### src/rtl/video_frame_timer.sv
// -----------------------------------------------------------------------------
// video_frame_timer
//
// Pixel-rate re-timer and timing monitor for the LSPC sync generator output.
// Every CE_PIX clock the raw sync/blank inputs are registered into a
// pixel-aligned output set that appears one clock later, together with
// CE_PIXEL_O. Alongside, the line length and frame height are measured. A
// SEARCH/MEASURE/LOCKED state machine gates DE, so active video is only
// emitted once the timing has been stable for a full frame. An optional crop
// blanks CROP_PIX pixels at both edges of each active line.
//
// Ports
//   CLK_24MB    in   system clock
//   nRESETP     in   asynchronous active-low reset
//   CE_PIX      in   one-clock pixel strobe (1 in 4 clocks)
//   HSYNC       in   horizontal sync, active low
//   VSYNC       in   vertical sync, active low
//   HBLANK_IN   in   horizontal blank, active high
//   VBLANK_IN   in   vertical blank, active high
//   CROP304     in   1 = blank CROP_PIX pixels at each active-line edge
//   CE_PIXEL_O  out  CE_PIX delayed one clock
//   HS_O        out  registered HSYNC
//   VS_O        out  registered VSYNC
//   HBLANK_O    out  registered horizontal blank, including crop
//   VBLANK_O    out  registered vertical blank
//   DE          out  data enable (LOCKED and not blanked)
//   LOCKED      out  lock state machine is in LOCKED
//   H_TOTAL     out  last measured pixels per line
//   V_TOTAL     out  last measured lines per frame
//   FRAME_CNT   out  number of frames started while locked (wraps)
// -----------------------------------------------------------------------------
module video_frame_timer #(
  parameter int H_MIN    = 380,
  parameter int H_MAX    = 388,
  parameter int V_MIN    = 260,
  parameter int V_MAX    = 316,
  parameter int CROP_PIX = 8,
  parameter int ACT_PIX  = 320
) (
  input  logic       CLK_24MB,
  input  logic       nRESETP,
  input  logic       CE_PIX,
  input  logic       HSYNC,
  input  logic       VSYNC,
  input  logic       HBLANK_IN,
  input  logic       VBLANK_IN,
  input  logic       CROP304,
  output logic       CE_PIXEL_O,
  output logic       HS_O,
  output logic       VS_O,
  output logic       HBLANK_O,
  output logic       VBLANK_O,
  output logic       DE,
  output logic       LOCKED,
  output logic [9:0] H_TOTAL,
  output logic [8:0] V_TOTAL,
  output logic [7:0] FRAME_CNT
);

  localparam logic [9:0] H_MIN_C   = 10'(H_MIN);
  localparam logic [9:0] H_MAX_C   = 10'(H_MAX);
  localparam logic [8:0] V_MIN_C   = 9'(V_MIN);
  localparam logic [8:0] V_MAX_C   = 9'(V_MAX);
  localparam logic [8:0] CROP_LO_C = 9'(CROP_PIX);
  localparam logic [8:0] CROP_HI_C = 9'(ACT_PIX - CROP_PIX);

  typedef enum logic [1:0] {
    ST_SEARCH  = 2'd0,
    ST_MEASURE = 2'd1,
    ST_LOCKED  = 2'd2
  } state_t;

  state_t     state_q;

  // Input history and measurement state
  logic       hs_hist_p0;
  logic       vs_hist_p0;
  logic       crop_p0;
  logic       bad_seen_q;
  logic [9:0] hcnt_q;
  logic [8:0] vcnt_q;
  logic [8:0] acnt_q;
  logic [9:0] htot_q;
  logic [8:0] vtot_q;
  logic [7:0] fcnt_q;

  // Output register set
  logic       vld_p1;
  logic       hs_p1;
  logic       vs_p1;
  logic       hblank_p1;
  logic       vblank_p1;
  logic       locked_p1;

  // Counters hold at all-ones instead of wrapping, so a missing sync can
  // never alias back into the legal window.
  function automatic logic [9:0] sat_inc10(input logic [9:0] v);
    return (v == 10'h3FF) ? v : v + 10'd1;
  endfunction

  function automatic logic [8:0] sat_inc9(input logic [8:0] v);
    return (v == 9'h1FF) ? v : v + 9'd1;
  endfunction

  logic       hfall;
  logic       vfall;
  logic       h_out_rng;
  logic       h_changed;
  logic       bad_line;
  logic       bad_frame;
  logic       v_in_rng;
  logic       v_changed;
  logic       timeout;
  logic       crop_edge;
  logic       hblank_nxt;
  logic [8:0] vcnt_nxt;

  always_comb begin
    hfall     = CE_PIX & ~HSYNC & hs_hist_p0;
    vfall     = CE_PIX & ~VSYNC & vs_hist_p0;
    // hcnt_q holds the length of the line that this hfall terminates
    h_out_rng = (hcnt_q < H_MIN_C) || (hcnt_q > H_MAX_C);
    h_changed = (state_q == ST_LOCKED) && (hcnt_q != htot_q);
    bad_line  = hfall & (h_out_rng | h_changed);
    // a bad line ending exactly on the vfall still belongs to the old frame
    bad_frame = bad_seen_q | bad_line;
    v_in_rng  = (vcnt_q >= V_MIN_C) && (vcnt_q <= V_MAX_C);
    v_changed = (vcnt_q != vtot_q);

    vcnt_nxt = vcnt_q;
    if (vfall) begin
      // a coincident hfall is the first line of the new frame
      vcnt_nxt = hfall ? 9'd1 : 9'd0;
    end else if (hfall) begin
      vcnt_nxt = sat_inc9(vcnt_q);
    end
    timeout = CE_PIX & ~vfall & (vcnt_nxt > V_MAX_C);

    crop_edge  = (acnt_q < CROP_LO_C) || (acnt_q >= CROP_HI_C);
    hblank_nxt = HBLANK_IN | (crop_p0 & crop_edge);
  end

  // Stage p0: edge history, counters and measurements
  always_ff @(posedge CLK_24MB or negedge nRESETP) begin
    if (!nRESETP) begin
      hs_hist_p0 <= 1'b1;
      vs_hist_p0 <= 1'b1;
      crop_p0    <= 1'b0;
      bad_seen_q <= 1'b0;
      hcnt_q     <= '0;
      vcnt_q     <= '0;
      acnt_q     <= '0;
      htot_q     <= '0;
      vtot_q     <= '0;
      fcnt_q     <= '0;
    end else if (CE_PIX) begin
      hs_hist_p0 <= HSYNC;
      vs_hist_p0 <= VSYNC;
      crop_p0    <= CROP304;

      if (hfall) begin
        htot_q <= hcnt_q;
        hcnt_q <= 10'd1;
      end else begin
        hcnt_q <= sat_inc10(hcnt_q);
      end

      vcnt_q <= vcnt_nxt;
      if (vfall) begin
        vtot_q <= vcnt_q;
      end

      if (vfall) begin
        bad_seen_q <= 1'b0;
      end else if (bad_line) begin
        bad_seen_q <= 1'b1;
      end

      // counted against the state before any transition on this vfall
      if (vfall && (state_q == ST_LOCKED)) begin
        fcnt_q <= fcnt_q + 8'd1;
      end

      if (HBLANK_IN) begin
        acnt_q <= '0;
      end else begin
        acnt_q <= sat_inc9(acnt_q);
      end
    end
  end

  // Lock state machine; LOCKED is registered with the state
  always_ff @(posedge CLK_24MB or negedge nRESETP) begin
    if (!nRESETP) begin
      state_q   <= ST_SEARCH;
      locked_p1 <= 1'b0;
    end else if (CE_PIX) begin
      if (timeout) begin
        state_q   <= ST_SEARCH;
        locked_p1 <= 1'b0;
      end else begin
        case (state_q)
          ST_SEARCH: begin
            if (vfall) begin
              state_q <= ST_MEASURE;
            end
          end
          ST_MEASURE: begin
            if (vfall && v_in_rng && !bad_frame) begin
              state_q   <= ST_LOCKED;
              locked_p1 <= 1'b1;
            end
          end
          ST_LOCKED: begin
            if (bad_line || (vfall && v_changed)) begin
              state_q   <= ST_MEASURE;
              locked_p1 <= 1'b0;
            end
          end
          default: begin
            state_q   <= ST_SEARCH;
            locked_p1 <= 1'b0;
          end
        endcase
      end
    end
  end

  // Stage p1: pixel-aligned output registers, one clock behind CE_PIX
  always_ff @(posedge CLK_24MB or negedge nRESETP) begin
    if (!nRESETP) begin
      vld_p1    <= 1'b0;
      hs_p1     <= 1'b1;
      vs_p1     <= 1'b1;
      hblank_p1 <= 1'b1;
      vblank_p1 <= 1'b1;
    end else begin
      vld_p1 <= CE_PIX;
      if (CE_PIX) begin
        hs_p1     <= HSYNC;
        vs_p1     <= VSYNC;
        hblank_p1 <= hblank_nxt;
        vblank_p1 <= VBLANK_IN;
      end
    end
  end

  assign CE_PIXEL_O = vld_p1;
  assign HS_O       = hs_p1;
  assign VS_O       = vs_p1;
  assign HBLANK_O   = hblank_p1;
  assign VBLANK_O   = vblank_p1;
  assign LOCKED     = locked_p1;
  assign DE         = locked_p1 & ~hblank_p1 & ~vblank_p1;
  assign H_TOTAL    = htot_q;
  assign V_TOTAL    = vtot_q;
  assign FRAME_CNT  = fcnt_q;

endmodule

### config.mk
export PLATFORM = sky130hd
export DESIGN_NAME = video_frame_timer
export DESIGN_NICKNAME = d
export VERILOG_FILES = /design/src/rtl/video_frame_timer.sv
export SDC_FILE = /design/constraint.sdc
export NUM_CORES = 1
export LEC_CHECK = 0
export ABC_AREA = 1
export BUFFER_PORTS_ARGS = -buffer_cell sky130_fd_sc_hd__buf_2
export CAP_MARGIN = 20
export CORE_ASPECT_RATIO = 1.2
export CORE_MARGIN = 2
export CORE_UTILIZATION = 40
export CTS_CLUSTER_SIZE = 28
export DETAILED_ROUTE_END_ITERATION = 10
export GPL_TIMING_DRIVEN = 0
export PLACE_DENSITY = 0.72
export SLEW_MARGIN = 20
export SYNTH_ARGS = -nofsm -noshare
export SYNTH_HDL_FRONTEND = slang
export SYNTH_SLANG_ARGS = --single-unit
### constraint.sdc
create_clock -name CLK_24MB -period 1.85 [get_ports CLK_24MB]
set_clock_uncertainty 0.05 [all_clocks]
set_input_delay 0.2775 -clock CLK_24MB [delete_from_list [all_inputs] [get_ports CLK_24MB]]
set_output_delay 0.2775 -clock CLK_24MB [all_outputs]
set_load 0.01 [all_outputs]
* Yosys cells after proc, flatten, opt, wreduce, memory -nomap -nowiden *
Index checks and enable logic that the tools add are counted.

storage, ports and cells
  bits in registers = 65
  input port bits = 8
  output and inout bits = 34
  logic and storage cells = 96

operators by class
  add/sub/neg operators = 4
  magnitude comparators = 7
  equality and inequality tests = 13
  multiplexer cells = 19
  bitwise operators = 18
  reduce and logical (&&, ||, !) cells = 20

operators with widths
  operator                                                         number
  two-way mux 9 bit                                                5
  two-way mux 10 bit                                               2
  adder 9 x 1 -> 9 bit (second input constant)                     2
  == test 9 bit (second input constant)                            2
  >= comparator 9 bit (second input constant)                      2
  AND reduction 2 bit                                              6
  adder 10 x 1 -> 10 bit (second input constant)                   1
  AND 1 bit                                                        10
  == test 10 bit (second input constant)                           1
  greater-than comparator 10 x 9 -> 1 bit (second input constant)  1
  less-than comparator 10 x 9 -> 1 bit (second input constant)     1
  != test 10 bit                                                   1
  greater-than comparator 9 bit (second input constant)            1
  <= comparator 9 bit (second input constant)                      1
  less-than comparator 9 x 4 -> 1 bit (second input constant)      1
  != test 9 bit                                                    1
  adder 8 x 1 -> 8 bit (second input constant)                     1
  two-way mux 2 bit                                                4
  AND reduction 4 bit                                              2
  logical AND 1 bit                                                6
  two-way mux 1 bit                                                6
  != test 2 bit (second input constant)                            3
  != test 3 bit (second input constant)                            2
  one-hot mux 2 bit (3 select lines)                               1
  10 further kinds                                                 18

* Logic depth before layout (Yosys ltp) *
  depth after elaboration = 10
  gate-level depth with buffers = 17
  mapped depth without buffers = 16

* Least setup slack after synthesis *
Ideal clock, no wire load.

  path type = reg-to-reg
  start point = register vcnt_q[0]
  end point = register state_q[0]
  library setup time = 0.117 ns
  data arrival time = 1.862 ns
  required time = 1.683 ns
  slack = -0.179 ns
  cell stages (with the launch flop) = 16
  path buffers = 1
  clock period less this slack = 2.029 ns
  path through = dfrtp_1 -> ha_1 -> buf_6 -> nand2_1 -> nor2_2 -> nand3_4 -> nand3_2 -> nand3_1 -> nor2_2 -> nand3_2 -> nand2_4 -> nand2_4 -> a21oi_4 -> nand3_2 -> nand2_1 -> nand2_1

on the way
  longest elaborated chain between the ends = 8
  elaborated cells between the ends (all ways) = 20
  classes of those cells = 1 x add/sub; 3 x order compare; 5 x eq/ne; 4 x mux; 1 x bitwise; 6 x reduce/logical

ends and longest elaborated chain
  item                                                                      RTL line  RTL
  start: declaration                                                        81        logic [8:0] vcnt_q;
  start signal: assignment                                                  168       vcnt_q <= vcnt_nxt;
  adder 9 x 1 -> 9 bit or == test 9 bit (tied branches)                     102       return (v == 9'h1FF) ? v : v + 9'd1;
  two-way mux 9 bit                                                         102
  two-way mux 9 bit                                                         134       end else if (hfall) begin
  two-way mux 9 bit                                                         131       if (vfall) begin
  greater-than comparator 9 bit                                             137       timeout = CE_PIX & ~vfall & (vcnt_nxt > V_MAX_C);
  AND 1 bit                                                                 137
  != test 3 bit (no source line) or != test 3 x 2 -> 1 bit (tied branches)  n/a
  AND reduction 4 bit (no source line)                                      n/a
  end signal: assignment                                                    195       state_q <= ST_SEARCH;
  end signal: assignment                                                    199       state_q <= ST_SEARCH;
  end signal: assignment                                                    205       state_q <= ST_MEASURE;
  end: declaration                                                          73        state_t state_q;

Several ways; a longest one is shown, not always the timed one.
A chain may end at the register's enable or synchronous reset.

* Worst setup path after layout *
  start point = register vcnt_q[1]
  end point = register locked_p1 (netlist: LOCKED)

on the way
  longest elaborated chain between the ends = 8
  elaborated cells between the ends (all ways) = 20
  classes of those cells = 1 x add/sub; 3 x order compare; 5 x eq/ne; 4 x mux; 1 x bitwise; 6 x reduce/logical

ends and longest elaborated chain
  item                                                          RTL line  RTL
  adder 9 x 1 -> 9 bit or == test 9 bit (tied branches)         102
  two-way mux 9 bit                                             102
  two-way mux 9 bit                                             134
  two-way mux 9 bit                                             131
  greater-than comparator 9 bit                                 137
  AND 1 bit                                                     137
  != test 3 bit (no source line), or another cell as far along  n/a
  AND reduction 4 bit (no source line)                          n/a
  end signal: assignment                                        196       locked_p1 <= 1'b0;
  end signal: assignment                                        200       locked_p1 <= 1'b0;
  end signal: assignment                                        211       locked_p1 <= 1'b1;
  end: declaration                                              93        logic locked_p1;

Several ways; a longest one is shown, not always the timed one.

==> run_summary.xml <==
<?xml version="1.0" encoding="UTF-8"?>
<metrics>
  <group name="timing">
    <metric name="finalSetupViolCount" unit="">4</metric>
    <metric name="max_slew_margin" unit="">0.699</metric>
    <metric name="grt_setup_unrepaired" unit="">yes</metric>
    <metric name="layout_setup_ws" unit="ns">-0.255</metric>
    <metric name="min_period" unit="ns">2.10</metric>
    <metric name="post_route_fraction_of_the_period_consumed_by_the_critical_path" unit="">1.14</metric>
    <metric name="tightestPinTransition" unit="ns">0.452</metric>
    <metric name="max_clock_freq" unit="MHz">475</metric>
    <metric name="finalMaxSlewViolations" unit="">0</metric>
    <metric name="final-hold-violation-count" unit="">0</metric>
  </group>
  <group name="synthesis">
    <metric name="synth.most_common_cell" unit="">sky130_fd_sc_hd__nand2_1</metric>
    <metric name="share_of_synthesized_registers_carrying_an_async_set_or_reset" unit="">1.00</metric>
    <metric name="synth.cell_area" unit="mm2">0.00365</metric>
    <metric name="synthCells" unit="">445</metric>
    <metric name="ys_top_cells_by_area" unit="">sky130_fd_sc_hd__dfrtp_1 (42%), sky130_fd_sc_hd__nand2_1 (11%), sky130_fd_sc_hd__inv_1 (5.6%)</metric>
    <metric name="syn_avg_cell_area" unit="um2">8.20</metric>
    <metric name="synth_enable_flop_cells" unit="">0</metric>
    <metric name="synthFlopType" unit="">sky130_fd_sc_hd__dfrtp_1</metric>
    <metric name="synthDominantCellAreaShare" unit="">0.418</metric>
    <metric name="synth_fp_nets" unit="">461</metric>
    <metric name="synth_warnings" unit="">0</metric>
    <metric name="ys_seq_area_frac" unit="">0.447</metric>
    <metric name="post-synth-top-area-cell" unit="">sky130_fd_sc_hd__dfrtp_1</metric>
    <metric name="post_synth_most_frequent_cells" unit="">sky130_fd_sc_hd__nand2_1 (103), sky130_fd_sc_hd__dfrtp_1 (61), sky130_fd_sc_hd__inv_1 (54)</metric>
    <metric name="synth.ff_latch_count" unit="">65</metric>
    <metric name="synth.distinct_cells" unit="">40</metric>
  </group>
  <group name="critical_path">
    <metric name="crit_path_start" unit="">vcnt_q[1]</metric>
    <metric name="timing.setup.critical_path_class" unit="">reg2reg</metric>
    <metric name="cpLargestDelayFamily" unit="">simple AND/OR/NAND/NOR gates</metric>
    <metric name="critical_path_arrival" unit="ns">2.32</metric>
    <metric name="regToRegSetupSlack" unit="ns">-0.25</metric>
    <metric name="timing.rr.start" unit="">vcnt_q[1]</metric>
    <metric name="critical_path.cell_chain" unit="">ha_4 -&gt; nand2_4 -&gt; nor2_4 -&gt; nand3_4 -&gt; nand3_2 -&gt; nand3_2 -&gt; nor2_2 -&gt; nand3_2 -&gt; nand2_4 -&gt; nand2_4 -&gt; a21oi_4 -&gt; nand3_1 -&gt; nand2_1 -&gt; nand2_1</metric>
    <metric name="max_stage_delay" unit="ns">0.42</metric>
    <metric name="worst-path-buf-inv" unit="">0</metric>
    <metric name="r2r_cells" unit="">14</metric>
    <metric name="worst_setup_path_end_kind" unit="">flop</metric>
    <metric name="cp_slowest_cell" unit="">sky130_fd_sc_hd__dfrtp_1</metric>
    <metric name="worstReg2RegEnd" unit="">LOCKED</metric>
    <metric name="timing.critical_path.from_type" unit="">flop</metric>
    <metric name="maximum_fanout_count_along_the_critical_path" unit="">5</metric>
    <metric name="worstSetupPathDepth" unit="">14</metric>
    <metric name="critical_path_required_time" unit="ns">2.06</metric>
  </group>
  <group name="placement">
    <metric name="post-dp-hpwl" unit="um">5880</metric>
    <metric name="placedCellCount" unit="">607</metric>
    <metric name="post_dp_cell_area" unit="mm2">0.00406</metric>
    <metric name="gpl.final_weighted_congestion" unit="">0.844</metric>
    <metric name="place.port_buffers" unit="">41</metric>
    <metric name="place_ws" unit="ns">-0.413</metric>
  </group>
  <group name="clock_network">
    <metric name="htree_levels" unit="">3</metric>
    <metric name="cts_root_buf" unit="">sky130_fd_sc_hd__clkbuf_8</metric>
    <metric name="clkLatencyLatePin" unit="ns">0.36</metric>
    <metric name="clock_sinks" unit="">65</metric>
    <metric name="clock_slew_at_the_register_clock_pins_of_the_worst_setup_and_hold_paths" unit="ns">0.07</metric>
    <metric name="cts_tree" unit="">done</metric>
    <metric name="tritoncts.num_buffers" unit="">9</metric>
    <metric name="deepest_clock_path_buffer_count" unit="">2</metric>
  </group>
  <group name="die">
    <metric name="std_cell_rows" unit="">38</metric>
    <metric name="floorplan.io_pins" unit="">42</metric>
    <metric name="die_height" unit="um">109</metric>
    <metric name="fp.dieArea" unit="mm2">0.00991</metric>
    <metric name="die-width" unit="um">91.2</metric>
    <metric name="initial_utilization" unit="">0.408</metric>
    <metric name="fp.coreArea" unit="mm2">0.00894</metric>
  </group>
  <group name="power">
    <metric name="vdd_drop_max" unit="mV">0.373</metric>
    <metric name="total_power" unit="mW">4.78</metric>
    <metric name="leakagePower" unit="nW">2.41</metric>
    <metric name="power-per-cell-area" unit="mW/mm2">1010</metric>
  </group>
  <group name="grt">
    <metric name="grt_pass1_vias" unit="">2948</metric>
    <metric name="grt_max_degree" unit="">38</metric>
    <metric name="globalRouteOverflowTotal" unit="">0</metric>
    <metric name="grt_pass1_wl" unit="um">13600</metric>
    <metric name="antenna_violations_before_repair" unit="">0</metric>
    <metric name="gr-usage-all-layers" unit="">0.173</metric>
  </group>
  <group name="detailed_routing">
    <metric name="drt_first_iter_violations" unit="">155</metric>
    <metric name="route.final.wire_length" unit="um">9120</metric>
    <metric name="drt-pass1-iter-count" unit="">4</metric>
    <metric name="number_of_vias_per_cell" unit="">4.99</metric>
    <metric name="wl_per_cell" unit="um">13.9</metric>
    <metric name="route.detailed.drc" unit="">0</metric>
    <metric name="vias" unit="">3282</metric>
    <metric name="final_antenna_net_count" unit="">0</metric>
  </group>
  <group name="run_status">
    <metric name="status" unit="">complete, but fails checks</metric>
    <metric name="violations" unit="">setup timing</metric>
  </group>
  <group name="finish">
    <metric name="drive_gt1_frac" unit="">0.318</metric>
    <metric name="finish.utilization" unit="">0.530</metric>
    <metric name="fin_area" unit="mm2">0.00473</metric>
    <metric name="antenna-diode-count" unit="">0</metric>
    <metric name="layout.cells.non_filler" unit="">658</metric>
    <metric name="area.growth.synth_to_final" unit="%">29.6</metric>
    <metric name="num-nets-final" unit="">549</metric>
  </group>
  <group name="worst_hold_path">
    <metric name="worst_hold_path_type" unit="">in2reg</metric>
    <metric name="hold_path_start" unit="">VBLANK_IN</metric>
    <metric name="hold_depth" unit="">3</metric>
    <metric name="min_to" unit="">VBLANK_O</metric>
  </group>
  <group name="job">
    <metric name="cap_violations" unit="">0</metric>
  </group>
</metrics>
[registers in the layout (all words and copies together) (netlist names), 2 cells and up]
| name | count |
|---|---|
| FRAME_CNT | 8 |
| H_TOTAL | 10 |
| hcnt_q | 10 |
| vcnt_q | 9 |
| state_q | 2 |
| acnt_q | 9 |
| V_TOTAL | 9 |
[final cells by class]
| type | count | area, um2 |
|---|---|---|
| flip-flops and latches | 65 | 1630 |
| clock inverters | 3 | 15.0 |
| fillers | 800 | 4210 |
| well taps | 120 | 150 |
| inverters | 62 | 263 |
| clock buffers | 13 | 159 |
| plain buffers | 10 | 91.3 |
| repair buffers | 77 | 520 |
| multi-input cells | 308 | 1900 |
[cell families (layout without fill, tap and decap cells)]
logic type | after synthesis | after routing | share of synthesized area
and+or+nand+nor | 214 | 215 | 0.288
buffers and inverters | 73 | 165 | 0.0939
AOI/OAI and AO/OA | 66 | 66 | 0.0987
DFF | 65 | 65 | 0.447
xor gates and xnor gates | 19 | 19 | 0.0456
adders and majority gates | 8 | 8 | 0.0274
[where the power goes]
part           total [mW]  internal (mW)  leakage, nW  switching (mW)
Clock                1.12          0.554       0.0932           0.570
Sequential           1.97           1.69        0.824           0.272
Combinational        1.69          0.694         1.49           0.995
Total                4.78           2.94         2.41            1.84
[per-stage QoR]
step	setup TNS [ns]	hold WS (ns)
6_report	-0.776	0.0611
5_1_grt	-1.75	0.0830
4_1_cts	-0.969	0.0585
3_5_place_dp	-2.41	0.176
3_3_place_gp	-1.99	0.365
2_1_floorplan	-0.467	-0.0681
[worst register-to-register path: cells and delay by family, from the launching register on]
kind / cells / cell delay (ns)
compound gates: 1 / 0.19
simple gates: 12 / 1.17
flops: 1 / 0.42
fa+ha+maj: 1 / 0.20
[cells in the final DEF (no fill, tap or decap), types with 3 or more instances in the layout]
master / n
sky130_fd_sc_hd__nand2_1: 92
sky130_fd_sc_hd__dfrtp_1: 60
sky130_fd_sc_hd__inv_1: 51
sky130_fd_sc_hd__buf_2: 41
sky130_fd_sc_hd__o21ai_0: 37
sky130_fd_sc_hd__nor2_1: 30
sky130_fd_sc_hd__buf_4: 28
sky130_fd_sc_hd__nand3_1: 22
sky130_fd_sc_hd__a21oi_1: 16
sky130_fd_sc_hd__xor2_1: 14
sky130_fd_sc_hd__nand3_2: 13
sky130_fd_sc_hd__nand2_4: 11
sky130_fd_sc_hd__clkbuf_8: 11
sky130_fd_sc_hd__nand2_2: 9
sky130_fd_sc_hd__nand4_1: 9
sky130_fd_sc_hd__nor3_1: 9
sky130_fd_sc_hd__buf_6: 8
sky130_fd_sc_hd__inv_2: 6
sky130_fd_sc_hd__xnor2_1: 5
sky130_fd_sc_hd__ha_1: 5
sky130_fd_sc_hd__dfstp_2: 4
sky130_fd_sc_hd__nor3_4: 4
sky130_fd_sc_hd__nor2_2: 4
sky130_fd_sc_hd__clkbuf_1: 4
sky130_fd_sc_hd__nor2_4: 4
sky130_fd_sc_hd__clkinv_2: 3
[how the worst max path moves through the flow]
| stage | to | slack [ns] |
|---|---|---|
| 5_1_grt | state_q[1] | -0.39 |
| 2_1_floorplan | LOCKED | -0.16 |
| 4_1_cts | LOCKED | -0.27 |
| 3_5_place_dp | LOCKED | -0.41 |
| 6_report | LOCKED | -0.25 |
| 3_3_place_gp | LOCKED | -0.36 |
[metal layers]
layer | global-route usage | up-vias | wire length (um)
met4 | 0.0942 | 0 | 286
met2 | 0.298 | 86 | 4740
met1 | 0.201 | 1557 | 3690
met5 | 0 | - | 0
li1 | - | 1616 | -
met3 | 0.0401 | 23 | 401
[what timing repair did]
item,CTS,global route
gates resized for setup,15,43
endpoints found under the setup margin,12,16
cloned,1,0
buffers inserted,14,20
endpoints found under the hold margin,25,0
hold buffers,2,0
pin swaps,6,23
Note: power is estimated with default switching activity, not from simulation.
